### config.mk
export PLATFORM = sky130hd
export DESIGN_NAME = button_conditioner
export DESIGN_NICKNAME = d
export VERILOG_FILES = /design/src/rtl/button_conditioner.sv
export SDC_FILE = /design/constraint.sdc
export NUM_CORES = 1
export LEC_CHECK = 0
export BUFFER_PORTS_ARGS = -buffer_cell sky130_fd_sc_hd__buf_2
export CAP_MARGIN = 10
export CORE_MARGIN = 2
export CORE_UTILIZATION = 40
export DETAILED_ROUTE_END_ITERATION = 8
export SLEW_MARGIN = 20
export SYNTH_ARGS = -nofsm -noshare
export SYNTH_HDL_FRONTEND = slang
export SYNTH_SLANG_ARGS = --single-unit
### constraint.sdc
create_clock -name CLK -period 4.8 [get_ports CLK]
set_input_delay 0.96 -clock CLK [delete_from_list [all_inputs] [get_ports CLK]]
set_output_delay 0.96 -clock CLK [all_outputs]
set_load 0.05 [all_outputs]
### src/rtl/button_conditioner.sv
// Button conditioner: synchronizes raw, bouncy button pins and turns each one
// into a debounced level plus press/release/long-press pulses and a toggle.
// Every button has its own copy of the same FSM, all running on CLK.
module button_conditioner #(
  parameter int NBTN            = 3,
  parameter int ACTIVE_LOW      = 1,
  parameter int DEBOUNCE_CYCLES = 240000,
  parameter int LONG_CYCLES     = 12000000
) (
  input  logic            CLK,
  input  logic            RST,
  input  logic [NBTN-1:0] BTN,
  output logic [NBTN-1:0] BTN_STATE,
  output logic [NBTN-1:0] BTN_PRESS,
  output logic [NBTN-1:0] BTN_RELEASE,
  output logic [NBTN-1:0] BTN_TOGGLE,
  output logic [NBTN-1:0] BTN_LONG
);

  localparam int CNT_W  = $clog2(DEBOUNCE_CYCLES) + 1;
  localparam int HOLD_W = $clog2(LONG_CYCLES) + 1;

  localparam logic [CNT_W-1:0]  DEB_LAST = CNT_W'(DEBOUNCE_CYCLES - 1);
  localparam logic [HOLD_W-1:0] HOLD_MAX = HOLD_W'(LONG_CYCLES);
  localparam logic [HOLD_W-1:0] LONG_HIT = HOLD_W'(LONG_CYCLES - 1);

  // Raw pin level that means "not pressed"; the synchronizer resets to it so
  // the corrected signal reads released straight out of reset.
  localparam logic [NBTN-1:0] IDLE_LEVEL = {NBTN{(ACTIVE_LOW != 0)}};

  typedef enum logic [1:0] {
    RELEASED     = 2'd0,
    PRESS_PEND   = 2'd1,
    PRESSED      = 2'd2,
    RELEASE_PEND = 2'd3
  } state_t;

  logic [NBTN-1:0] sync_p0;
  logic [NBTN-1:0] sync_p1;
  logic [NBTN-1:0] s;

  // Two-flop synchronizer for the asynchronous pins.
  always_ff @(posedge CLK) begin
    if (RST) begin
      sync_p0 <= IDLE_LEVEL;
      sync_p1 <= IDLE_LEVEL;
    end else begin
      sync_p0 <= BTN;
      sync_p1 <= sync_p0;
    end
  end

  // Polarity correction: s = 1 means pressed regardless of board wiring.
  assign s = (ACTIVE_LOW != 0) ? ~sync_p1 : sync_p1;

  for (genvar i = 0; i < NBTN; i++) begin : g_btn
    state_t            state, state_nxt;
    logic [CNT_W-1:0]  cnt, cnt_nxt;
    logic [HOLD_W-1:0] hold, hold_nxt, hold_inc;
    logic              level, level_nxt;
    logic              press, press_nxt;
    logic              release_q, release_nxt;
    logic              toggle, toggle_nxt;
    logic              long_q, long_nxt;

    assign hold_inc = hold + 1'b1;

    // State, counters and registered outputs for this button.
    always_ff @(posedge CLK) begin
      if (RST) begin
        state     <= RELEASED;
        cnt       <= '0;
        hold      <= '0;
        level     <= 1'b0;
        press     <= 1'b0;
        release_q <= 1'b0;
        toggle    <= 1'b0;
        long_q    <= 1'b0;
      end else begin
        state     <= state_nxt;
        cnt       <= cnt_nxt;
        hold      <= hold_nxt;
        level     <= level_nxt;
        press     <= press_nxt;
        release_q <= release_nxt;
        toggle    <= toggle_nxt;
        long_q    <= long_nxt;
      end
    end

    // Debounce FSM: a change is accepted only after DEBOUNCE_CYCLES
    // consecutive samples at the new level; pulses are computed here and
    // registered above so they appear together with the level change.
    always_comb begin
      state_nxt   = state;
      cnt_nxt     = cnt;
      hold_nxt    = hold;
      level_nxt   = level;
      press_nxt   = 1'b0;
      release_nxt = 1'b0;
      toggle_nxt  = toggle;
      long_nxt    = 1'b0;
      unique case (state)
        RELEASED: begin
          if (s[i]) begin
            state_nxt = PRESS_PEND;
            cnt_nxt   = CNT_W'(1);
          end else begin
            cnt_nxt = '0;
          end
        end
        PRESS_PEND: begin
          if (!s[i]) begin
            state_nxt = RELEASED;
            cnt_nxt   = '0;
          end else if (cnt == DEB_LAST) begin
            state_nxt  = PRESSED;
            cnt_nxt    = '0;
            level_nxt  = 1'b1;
            press_nxt  = 1'b1;
            toggle_nxt = ~toggle;
            hold_nxt   = '0;
          end else begin
            cnt_nxt = cnt + 1'b1;
          end
        end
        PRESSED: begin
          cnt_nxt = '0;
          if (!s[i]) begin
            state_nxt = RELEASE_PEND;
            cnt_nxt   = CNT_W'(1);
          end else if (hold != HOLD_MAX) begin
            // Saturating at LONG_CYCLES guarantees a single long pulse per press.
            hold_nxt = hold_inc;
            long_nxt = (hold_inc == LONG_HIT);
          end
        end
        RELEASE_PEND: begin
          if (s[i]) begin
            // Release glitch: resume the press, hold time keeps accumulating.
            state_nxt = PRESSED;
            cnt_nxt   = '0;
          end else if (cnt == DEB_LAST) begin
            state_nxt   = RELEASED;
            cnt_nxt     = '0;
            level_nxt   = 1'b0;
            release_nxt = 1'b1;
          end else begin
            cnt_nxt = cnt + 1'b1;
          end
        end
        default: begin
          state_nxt = RELEASED;
          cnt_nxt   = '0;
        end
      endcase
    end

    assign BTN_STATE[i]   = level;
    assign BTN_PRESS[i]   = press;
    assign BTN_RELEASE[i] = release_q;
    assign BTN_TOGGLE[i]  = toggle;
    assign BTN_LONG[i]    = long_q;
  end

endmodule
# --- After elaboration in Yosys (flattened, before gate mapping) ---
# Index checks and enable logic that the tools add are counted.
totals:
  wordCells: 201
  in_bits: 5
  output_inout_bits: 15
  register_bits: 159
op_classes:
  mux: 72
  add_sub_neg: 6
  reduce_logical: 30
  eq_ne: 48
  bitwise_logic: 19
ops:
  columns: ["op", "n"]
  rows:
  - ["$mux 25", 12]
  - ["$pmux 19 s4", 3]
  - ["$mux 19", 9]
  - ["$pmux 25 s2", 3]
  - ["$add 25x1->25 const B", 3]
  - ["$eq 25x24->1 const B", 3]
  - ["$ne 25x24->1 const B", 3]
  - ["$add 19x1->19 const B", 3]
  - ["$eq 19x18->1 const B", 3]
  - ["$ne 2x2->1 const B", 24]
  - ["$mux 2", 18]
  - ["$reduce_and 5->1", 6]
  - ["$pmux 2 s4", 3]
  - ["$mux 1", 21]
  - ["$ne 3x3->1 const B", 6]
  - ["$not 1->1", 18]
  - ["$reduce_or 3->1", 6]
  - ["$eq 2x2->1 const B", 6]
  - ["$reduce_and 4->1", 3]
  - ["$reduce_bool 2->1", 6]
  - ["$reduce_or 4->1", 3]
  - ["$reduce_and 3->1", 3]
  - ["$eq 2x1->1 const B", 3]
  - ["$logic_not 2->1", 3]
  - ["2 further kinds", 4]

# --- Longest topological paths before layout ---
# Gate-level depths: netlist (run 1).
logic_depth:
  ltp_word: 4
  depth_mapped: 9
  depth_no_buf: 8

# --- Least setup slack after synthesis (run 1) ---
# Ideal clock, no wire load.
synth_timing:
  path_type: "reg-to-reg"
  startpoint: "reg g_btn[0].hold[22]"
  endpoint: "reg g_btn[0].hold[10]"
  period_less_slack_ns: 2.319
  slack_ns: 2.481
  path_buffers: 3
  arrival_ns: 2.251
  path_stages_with_launch: 10
  setup_time_ns: 0.068
  required_time_ns: 4.732
  cell_sequence: "dfxtp_1 clkbuf_1 or4b_1 or4_1 o21a_1 buf_6 nor2_8 buf_6 o21ai_2 a21oi_2"
synth_via:
  elab_chain_cells: 3
synth_lines:
  columns: ["element", "line_no", "source"]
  rows:
  - ["start: declaration", "59", "logic [HOLD_W-1:0] hold, hold_nxt, hold_inc;"]
  - ["start signal: assignment", "82", "hold <= hold_nxt;"]
  - ["$ne 25x24->1", "132", "end else if (hold != HOLD_MAX) begin"]
  - ["$ne 2x2->1 (no source line)", null, null]
  - ["$reduce_and 5->1 (no source line)", null, null]
# Every way passes these cells.
# A chain may end at the register's enable or synchronous reset.

# --- Worst setup path after layout (run 1) ---
layout_timing:
  startpoint: "reg g_btn[0].hold[10]"
  endpoint: "reg g_btn[0].hold[9]"
# Same word-level chain as after synthesis.

==> results.md, run 1 <==
- Fin crit share: 0.6368
- Post-synth EDFFs: 0
- Area taken by multi-input logic gates: 5052 sq um
- Post-DP HPWL: 12590 um
- Max_cap viols: 0
- Cell taking the most area after synthesis: dfxtp_1
- Static Leak: 2.911 nW
- Clock slew at reported path FFs: 0.06 ns
- DIE AREA: 22960 sq um
- Pins Over Slew Limit: 0
- Crit path DAT: 3.39 ns
- Worst-margin pin slew: 0.9314 ns
- Worst Path Max Fanout: 26
- Vias in the first global route: 6678
- Slew headroom: 0.3733
- Nets: 1055
- Max Clock Freq: 327.1 MHz
- Worst-path cell chain: or4b_1 -> or4_1 -> o21a_1 -> nor2_8 -> a21oi_1 -> a211oi_1
- Syn Nets: 1086
- RSZ-0062 raised after global routing: false
- Post-Synthesis Cell Area: 8707 sq um
- Hold crit path type: flip-flop to flip-flop
- Largest net degree at the start of global routing: 61
- Drt drc: 0
- Antenna violations before repair: 0
- DRT Pass-1 Iters: 5
- Design Power: 0.002792 W
- Post-synthesis sequential area ratio: 0.3656
- Final setup fails: 0
- CORE AREA: 21220 sq um
- Die width: 151.5 um
- Clk_lat worst skew: 0.43 ns
- Port bufs: 19
- Clk_skew: 0.01048 ns
- Ys async rst share: 0
- Sw frac: 0.2202
- Antenna diode count: 0
- Deepest clock path buffer count: 2
- Power share of the clock group: 0.509
- Comb power frac: 0.015
- Cells after Synth: 1069
- YS warnings: 0
- Seq pwr share: 0.477
- GRT overflow: 0
- Placer Congestion: 0.8362
- CTS tree: yes
- Post-synth cell types: 69
- Initial drt markers: 493
- Synth Area per Inst: 8.145 sq um
- Area growth syn-to-layout: 8.564%
- Peak VDD IR: 0.0002042 V
- Final Hold Fails: 0
- Layout cells sized above 1: 0.09420
- Crit path capture type: flip-flop
- Startpoint Class: flip-flop
- Post-CTS setup buffer count: 0
- Routed Wire Length: 18980 um
- Final Instance Area: 9453 sq um
- Top_reg_cell synth: dfxtp_1
- Post-CTS sizing: 0
- Post-DP Area: 8831 sq um
- Synth top area cells: dfxtp_1 (37%), nor2_1 (5.5%), xor2_1 (4.9%), nand3_1 (3.6%), nand2_1 (3.6%)
- First-pass GRT wire length: 32340 um
- Top cell type's share of synthesized area: 0.3656
- Total number of vias: 7404
- CTS HTree Levels: 4
- Avg WL per Cell: 14.31 um
- CTS Hold Bufs: 0
- Fill cells: 2114
- CP max stage cell: or4b_1
- Clk root buf: clkbuf_16
- Setup_tns: 0 ns
- Status: finished, final reports clean
- Ports: 20
- Register bit total from synthesis: 159
- Switching power total: 0.0006147 W
- CTS Buf Count: 17
- CP max stage delay: 0.56 ns
- Total area of sequential cells: 3183 sq um
- CP Data Required Time: 5.14 ns
- Rows: 53
- Power per standard cell area: 295.3 nW/um^2
- Initial Util: 0.4103
- Critical setup path kind: flip-flop to flip-flop
- Antenna Violating Nets Remaining: 0
- Pint: 0.002177 W
- Die H: 151.5 um
- Tot GR Track Use: 0.1710
- Minimum clock period: 3.057 ns
- Clock Sinks: 159
- Via density: 5.584
==> metal layers <==
| metal | GRT usage | vias up | share of wire |
|---|---|---|---|
| met5 | 0 | - | 0 |
| met4 | 0.04259 | 0 | 0.0098 |
| met3 | 0.03114 | 14 | 0.031 |
| met2 | 0.2792 | 99 | 0.46 |
| met1 | 0.2341 | 3474 | 0.50 |
| li1 | - | 3817 | - |
==> cells in the final DEF, fill, tap and decap left out, types with 21 or more instances in the layout <==
master and instances:
nand3_1 63, nor3_1 27, a21oi_1 59, dfxtp_1 159, and4_1 21, nor2_1 127, nand2_1 83, nand4_1 29
xor2_1 49, xnor2_1 30, a311oi_1 29, and3_1 27, inv_1 25, o21ai_0 27
==> sequential cells by signal, summed over array words and instances (netlist names), named ones only <==
name / cells
g_btn.release_q: 3
g_btn.level: 3
g_btn.toggle: 3
g_btn.press: 3
g_btn.long_q: 3
sync_p0: 3
g_btn.cnt: 57
sync_p1: 3
g_btn.hold: 75
g_btn.state: 3
==> cells by family (layout without fill, tap and decap cells) <==
group                    after synthesis  in the layout  share of synthesized area
AND/OR/NAND/NOR                      508            508                     0.3183
AO/OA/AOI/OAI                        206            206                     0.1599
flip-flops                           159            159                     0.3656
buffers and inverters                102             84                    0.05604
XOR/XNOR                              79             79                    0.07947
adder cells (fa/ha/maj)               12             12                    0.01724
multiplexers                           3              3                   0.003449
==> cells in the mapped netlist, types with 10 or more instances <==
master / count
dfxtp_1: 159
nor2_1: 127
nand2_1: 83
nand3_1: 63
a21oi_1: 60
xor2_1: 49
clkbuf_1: 44
xnor2_1: 30
a311oi_1: 29
nand4_1: 29
and3_1: 27
nor3_1: 27
o21ai_0: 27
inv_1: 25
and4_1: 21
a31oi_1: 20
buf_4: 19
nor4_1: 17
or3_1: 13
and2_1: 12
ha_1: 12
nand4b_1: 11
nand2b_1: 10
o21ai_2: 10
or4_1: 10
==> area by class of cell <==
class / instances / share of cell area
inverter: 25 / 0.009927
clock buffer: 18 / 0.04646
multi-input combinational: 808 / 0.5345
clock inverter: 14 / 0.01932
sequential: 159 / 0.3367
tap: 275 / 0.03640
timing repair buffer: 27 / 0.01668
==> worst paths after layout <==
check	start	to	slack (ns)	depth (start not counted)
worst max-delay path	g_btn[0].hold[10]$_SDFFE_PP0P_	g_btn[0].hold[9]$_SDFFE_PP0P_	1.74	6
worst min-delay path	sync_p0[2]$_SDFF_PP1_	sync_p1[2]$_SDFF_PP1_	0.41	1
worst max register to register	g_btn[0].hold[10]$_SDFFE_PP0P_	g_btn[0].hold[9]$_SDFFE_PP0P_	1.74	6
worst min register to register	sync_p0[2]$_SDFF_PP1_	sync_p1[2]$_SDFF_PP1_	0.41	1
==> worst max-delay path: cells and delay by family, from the launching register on <==
family             cells  cell delay (ns)
AOI/OAI and AO/OA      3             0.86
DFF                    1             0.44
and+or+nand+nor        3             1.64
==> through the flow <==
| step | utilization | cells | hold slack, ns | setup WS, ns |
|---|---|---|---|---|
| finish | 0.4455 | 1326 | 0.4087 | 1.743 |
| global route | 0.4455 | 1326 | 0.4346 | 1.566 |
| CTS | 0.4455 | 1326 | 0.4095 | 1.752 |
| detailed placement | 0.4162 | 1294 | 0.3949 | 1.763 |
| global placement | 0.4162 | 1294 | 0.3940 | 1.797 |
| floorplan | - | 1069 | 0.3895 | 2.481 |
==> power by group through the flow <==
stage | Combinational, W | Clock, W | Sequential, W
6_report | 0.0000406 | 0.00142 | 0.00133
5_1_grt | 0.0000446 | 0.00151 | 0.00133
4_1_cts | 0.0000412 | 0.00145 | 0.00133
3_5_place_dp | 0.0000411 | 0 | 0.00136
3_3_place_gp | 0.0000410 | 0 | 0.00136
2_1_floorplan | 0.0000347 | 0 | 0.00136
Power figures use the tool's default switching activity.
==> inputs of run 2 (changes only) <==
==> constraint.sdc (replaced) <==
create_clock -name CLK -period 2.9 [get_ports CLK]
set_input_delay 0.58 -clock CLK [delete_from_list [all_inputs] [get_ports CLK]]
set_output_delay 0.58 -clock CLK [all_outputs]
set_load 0.05 [all_outputs]
==> run 2 against run 1 <==
Critical path depth is the same. Critical endpoint is now g_btn[0].long_q$_SDFF_PP0_. Wire length is 3.6% higher. Largest cell class unchanged. Power up 63%. Clock-buffer cell count unchanged. Sequential power increased by 65%. Worst setup slack worse by 1.5 ns. Maximum frequency up 15%. Critical path type unchanged. Largest power group unchanged.
==> results.md, run 2 (same netlist as run 1, synthesis figures left out) <==
- Crit Reg-Reg Startpoint: g_btn[0].hold[9]$_SDFFE_PP0P_
- Post-CTS setup buffer count: 0 (unchanged)
- Ports: 20 (unchanged)
- Crit path DAT: 2.98 ns (-0.41 ns)
- Antenna diode count: 0 (unchanged)
- FF-to-FF setup slack: 0.25 ns (-1.50 ns)
- Clk root buf: clkbuf_16
- Design Power: 0.004551 W (+63%)
- Antenna Violating Nets Remaining: 0 (unchanged)
- Critical setup path kind: flip-flop to flip-flop
- Largest net degree at the start of global routing: 69 (+13%)
- Deepest clock path buffer count: 2 (unchanged)
- Pins Over Slew Limit: 0 (unchanged)
- Switching power total: 0.001031 W (+68%)
- Crit path capture type: flip-flop
- Seq pwr share: 0.485 (+0.008)
- Clk_lat worst skew: 0.43 ns (about the same)
- GRT overflow: 0 (unchanged)
- Final setup fails: 0 (unchanged)
- RSZ-0062 raised after global routing: false
- Power share of the clock group: 0.500 (-0.009)
- Layout cells sized above 1: 0.1185 (+0.02432)
- Final Hold Fails: 0 (unchanged)
- DRT Pass-1 Iters: 7 (+2)
- CORE AREA: 21220 sq um (unchanged)
- CTS Hold Bufs: 0 (unchanged)
- Startpoint Class: flip-flop
- Clock Sinks: 159 (unchanged)
- Worst Path Max Fanout: 9 (-65%)
- Commonest non-fill, non-tap cell in the layout: dfxtp_1
- Clock slew at reported path FFs: 0.07 ns (about the same)
- Setup_tns: 0 ns (unchanged)
- Crit path launch: g_btn[0].hold[9]$_SDFFE_PP0P_
- Port bufs: 19 (unchanged)
- Fin crit share: 0.9150 (+0.2782)
- Post-CTS sizing: 0 (unchanged)
- CTS HTree Levels: 4 (unchanged)
- DIE AREA: 22960 sq um (unchanged)
- Slew headroom: 0.5397 (+0.1664)
- First-pass GRT wire length: 33150 um (+2.5%)
- Max_cap viols: 0 (unchanged)
- Vias in the first global route: 6833 (+2.3%)
- Biggest register: g_btn.hold
- Drt drc: 0 (unchanged)
- Static Leak: 3.062 nW (+5.2%)
- Die width: 151.5 um (unchanged)
- CTS Buf Count: 17 (unchanged)
- Biggest regs: g_btn.hold x75, g_btn.cnt x57
- Avg WL per Cell: 14.51 um (+1.4%)
- R2R cell count: 6 (unchanged)
- Nets: 1084 (+2.7%)
- CTS tree: yes
- Post-DP Area: 9061 sq um (+2.6%)
- CP endpoint: g_btn[0].long_q$_SDFF_PP0_
- Placer Congestion: 0.8362 (unchanged)
- Minimum clock period: 2.654 ns (-0.4032 ns)
- Area growth syn-to-layout: 10.92%
- Status: finished, final reports clean
- Post-DP HPWL: 13190 um (+4.7%)
- Tot GR Track Use: 0.1748 (+0.003776)
- Hold crit path type: input port to flip-flop
- Hold path cells: 2 (+1)
- Initial drt markers: 496 (+0.61%)
- Max FFs per register: 75 (unchanged)
- Comb power frac: 0.015 (about the same)
- Peak VDD IR: 0.0003385 V (+66%)
- Clk_skew: 0.009469 ns (-0.001015 ns)
- Pint: 0.003520 W (+62%)
- Most frequent cells in the layout: dfxtp_1 (159), nor2_1 (127), nand2_1 (83)
- Die H: 151.5 um (unchanged)
- Power per standard cell area: 471.2 nW/um^2 (+60%)
- CP Data Required Time: 3.22 ns (-1.92 ns)
- Via density: 5.602 (+0.33%)
- Final Instance Area: 9658 sq um (+2.2%)
- Rows: 53 (unchanged)
- Total number of vias: 7591 (+2.5%)
- Antenna violations before repair: 0 (unchanged)
- Reg-to-Reg End: g_btn[0].long_q$_SDFF_PP0_
- Initial Util: 0.4103 (unchanged)
- Fill cells: 2102 (-0.57%)
- Worst-margin pin slew: 0.6885 ns (-0.2429 ns)
- Max Clock Freq: 376.9 MHz (+15%)
- Routed Wire Length: 19660 um (+3.6%)
- Sw frac: 0.2265 (+0.006338)
[run 2: power by group through the flow]
stage	logic (W)	clock network (W)	registers, W
2_1_floorplan	0.0000574	0	0.00225
3_5_place_dp	0.0000695	0	0.00225
3_3_place_gp	0.0000696	0	0.00225
6_report	0.0000693	0.00228	0.00220
4_1_cts	0.0000699	0.00233	0.00220
5_1_grt	0.0000757	0.00242	0.00221
[run 2: final cells by class]
| cell class | instances | area [sq um] | area share |
|---|---|---|---|
| inverters | 25 | 93.84 | 0.009716 |
| well taps | 275 | 344.1 | 0.03563 |
| repair buffers | 56 | 387.9 | 0.04016 |
| flip-flops and latches | 159 | 3183 | 0.3296 |
| clock inverters | 14 | 157.7 | 0.01632 |
| multi-input cells | 808 | 5052 | 0.5231 |
| clock buffers | 18 | 439.2 | 0.04547 |
[run 2: critical path, stage by stage (launching register included)]
cell and delay, ns:
dfxtp_1 0.49, nand4_1 0.29, or3_4 0.48, or4_1 0.45, a2111oi_2 0.39, nand4_1 0.17
a2111oi_2 0.29
[run 2: worst min path at each step]
stage / end / slack (ns) / startpoint
detailed placement: sync_p1[1]$_SDFF_PP1_ / 0.40 / sync_p0[1]$_SDFF_PP1_
CTS: sync_p0[1]$_SDFF_PP1_ / 0.32 / BTN[1]
floorplan: sync_p1[0]$_SDFF_PP1_ / 0.39 / sync_p0[0]$_SDFF_PP1_
global placement: sync_p1[1]$_SDFF_PP1_ / 0.40 / sync_p0[1]$_SDFF_PP1_
global route: sync_p0[1]$_SDFF_PP1_ / 0.32 / BTN[1]
finish: sync_p0[1]$_SDFF_PP1_ / 0.34 / BTN[1]
[run 2: metrics by stage]
step                      hold WS [ns]    util  setup WS (ns)  instances
after CTS                       0.3234  0.4551         0.2481       1355
after floorplan                 0.3895       -         0.5812       1069
final                           0.3408  0.4551         0.2465       1355
after global placement          0.3950  0.4270         0.3108       1323
after global routing            0.3243  0.4551         0.1063       1355
after detailed placement        0.3986  0.4270         0.2957       1323
[run 2: layer usage]
layer / track usage / wire (um)
met5: 0 / 0
met4: 0.05000 / 198
met3: 0.03234 / 638
met2: 0.2774 / 8760
met1: 0.2430 / 10070
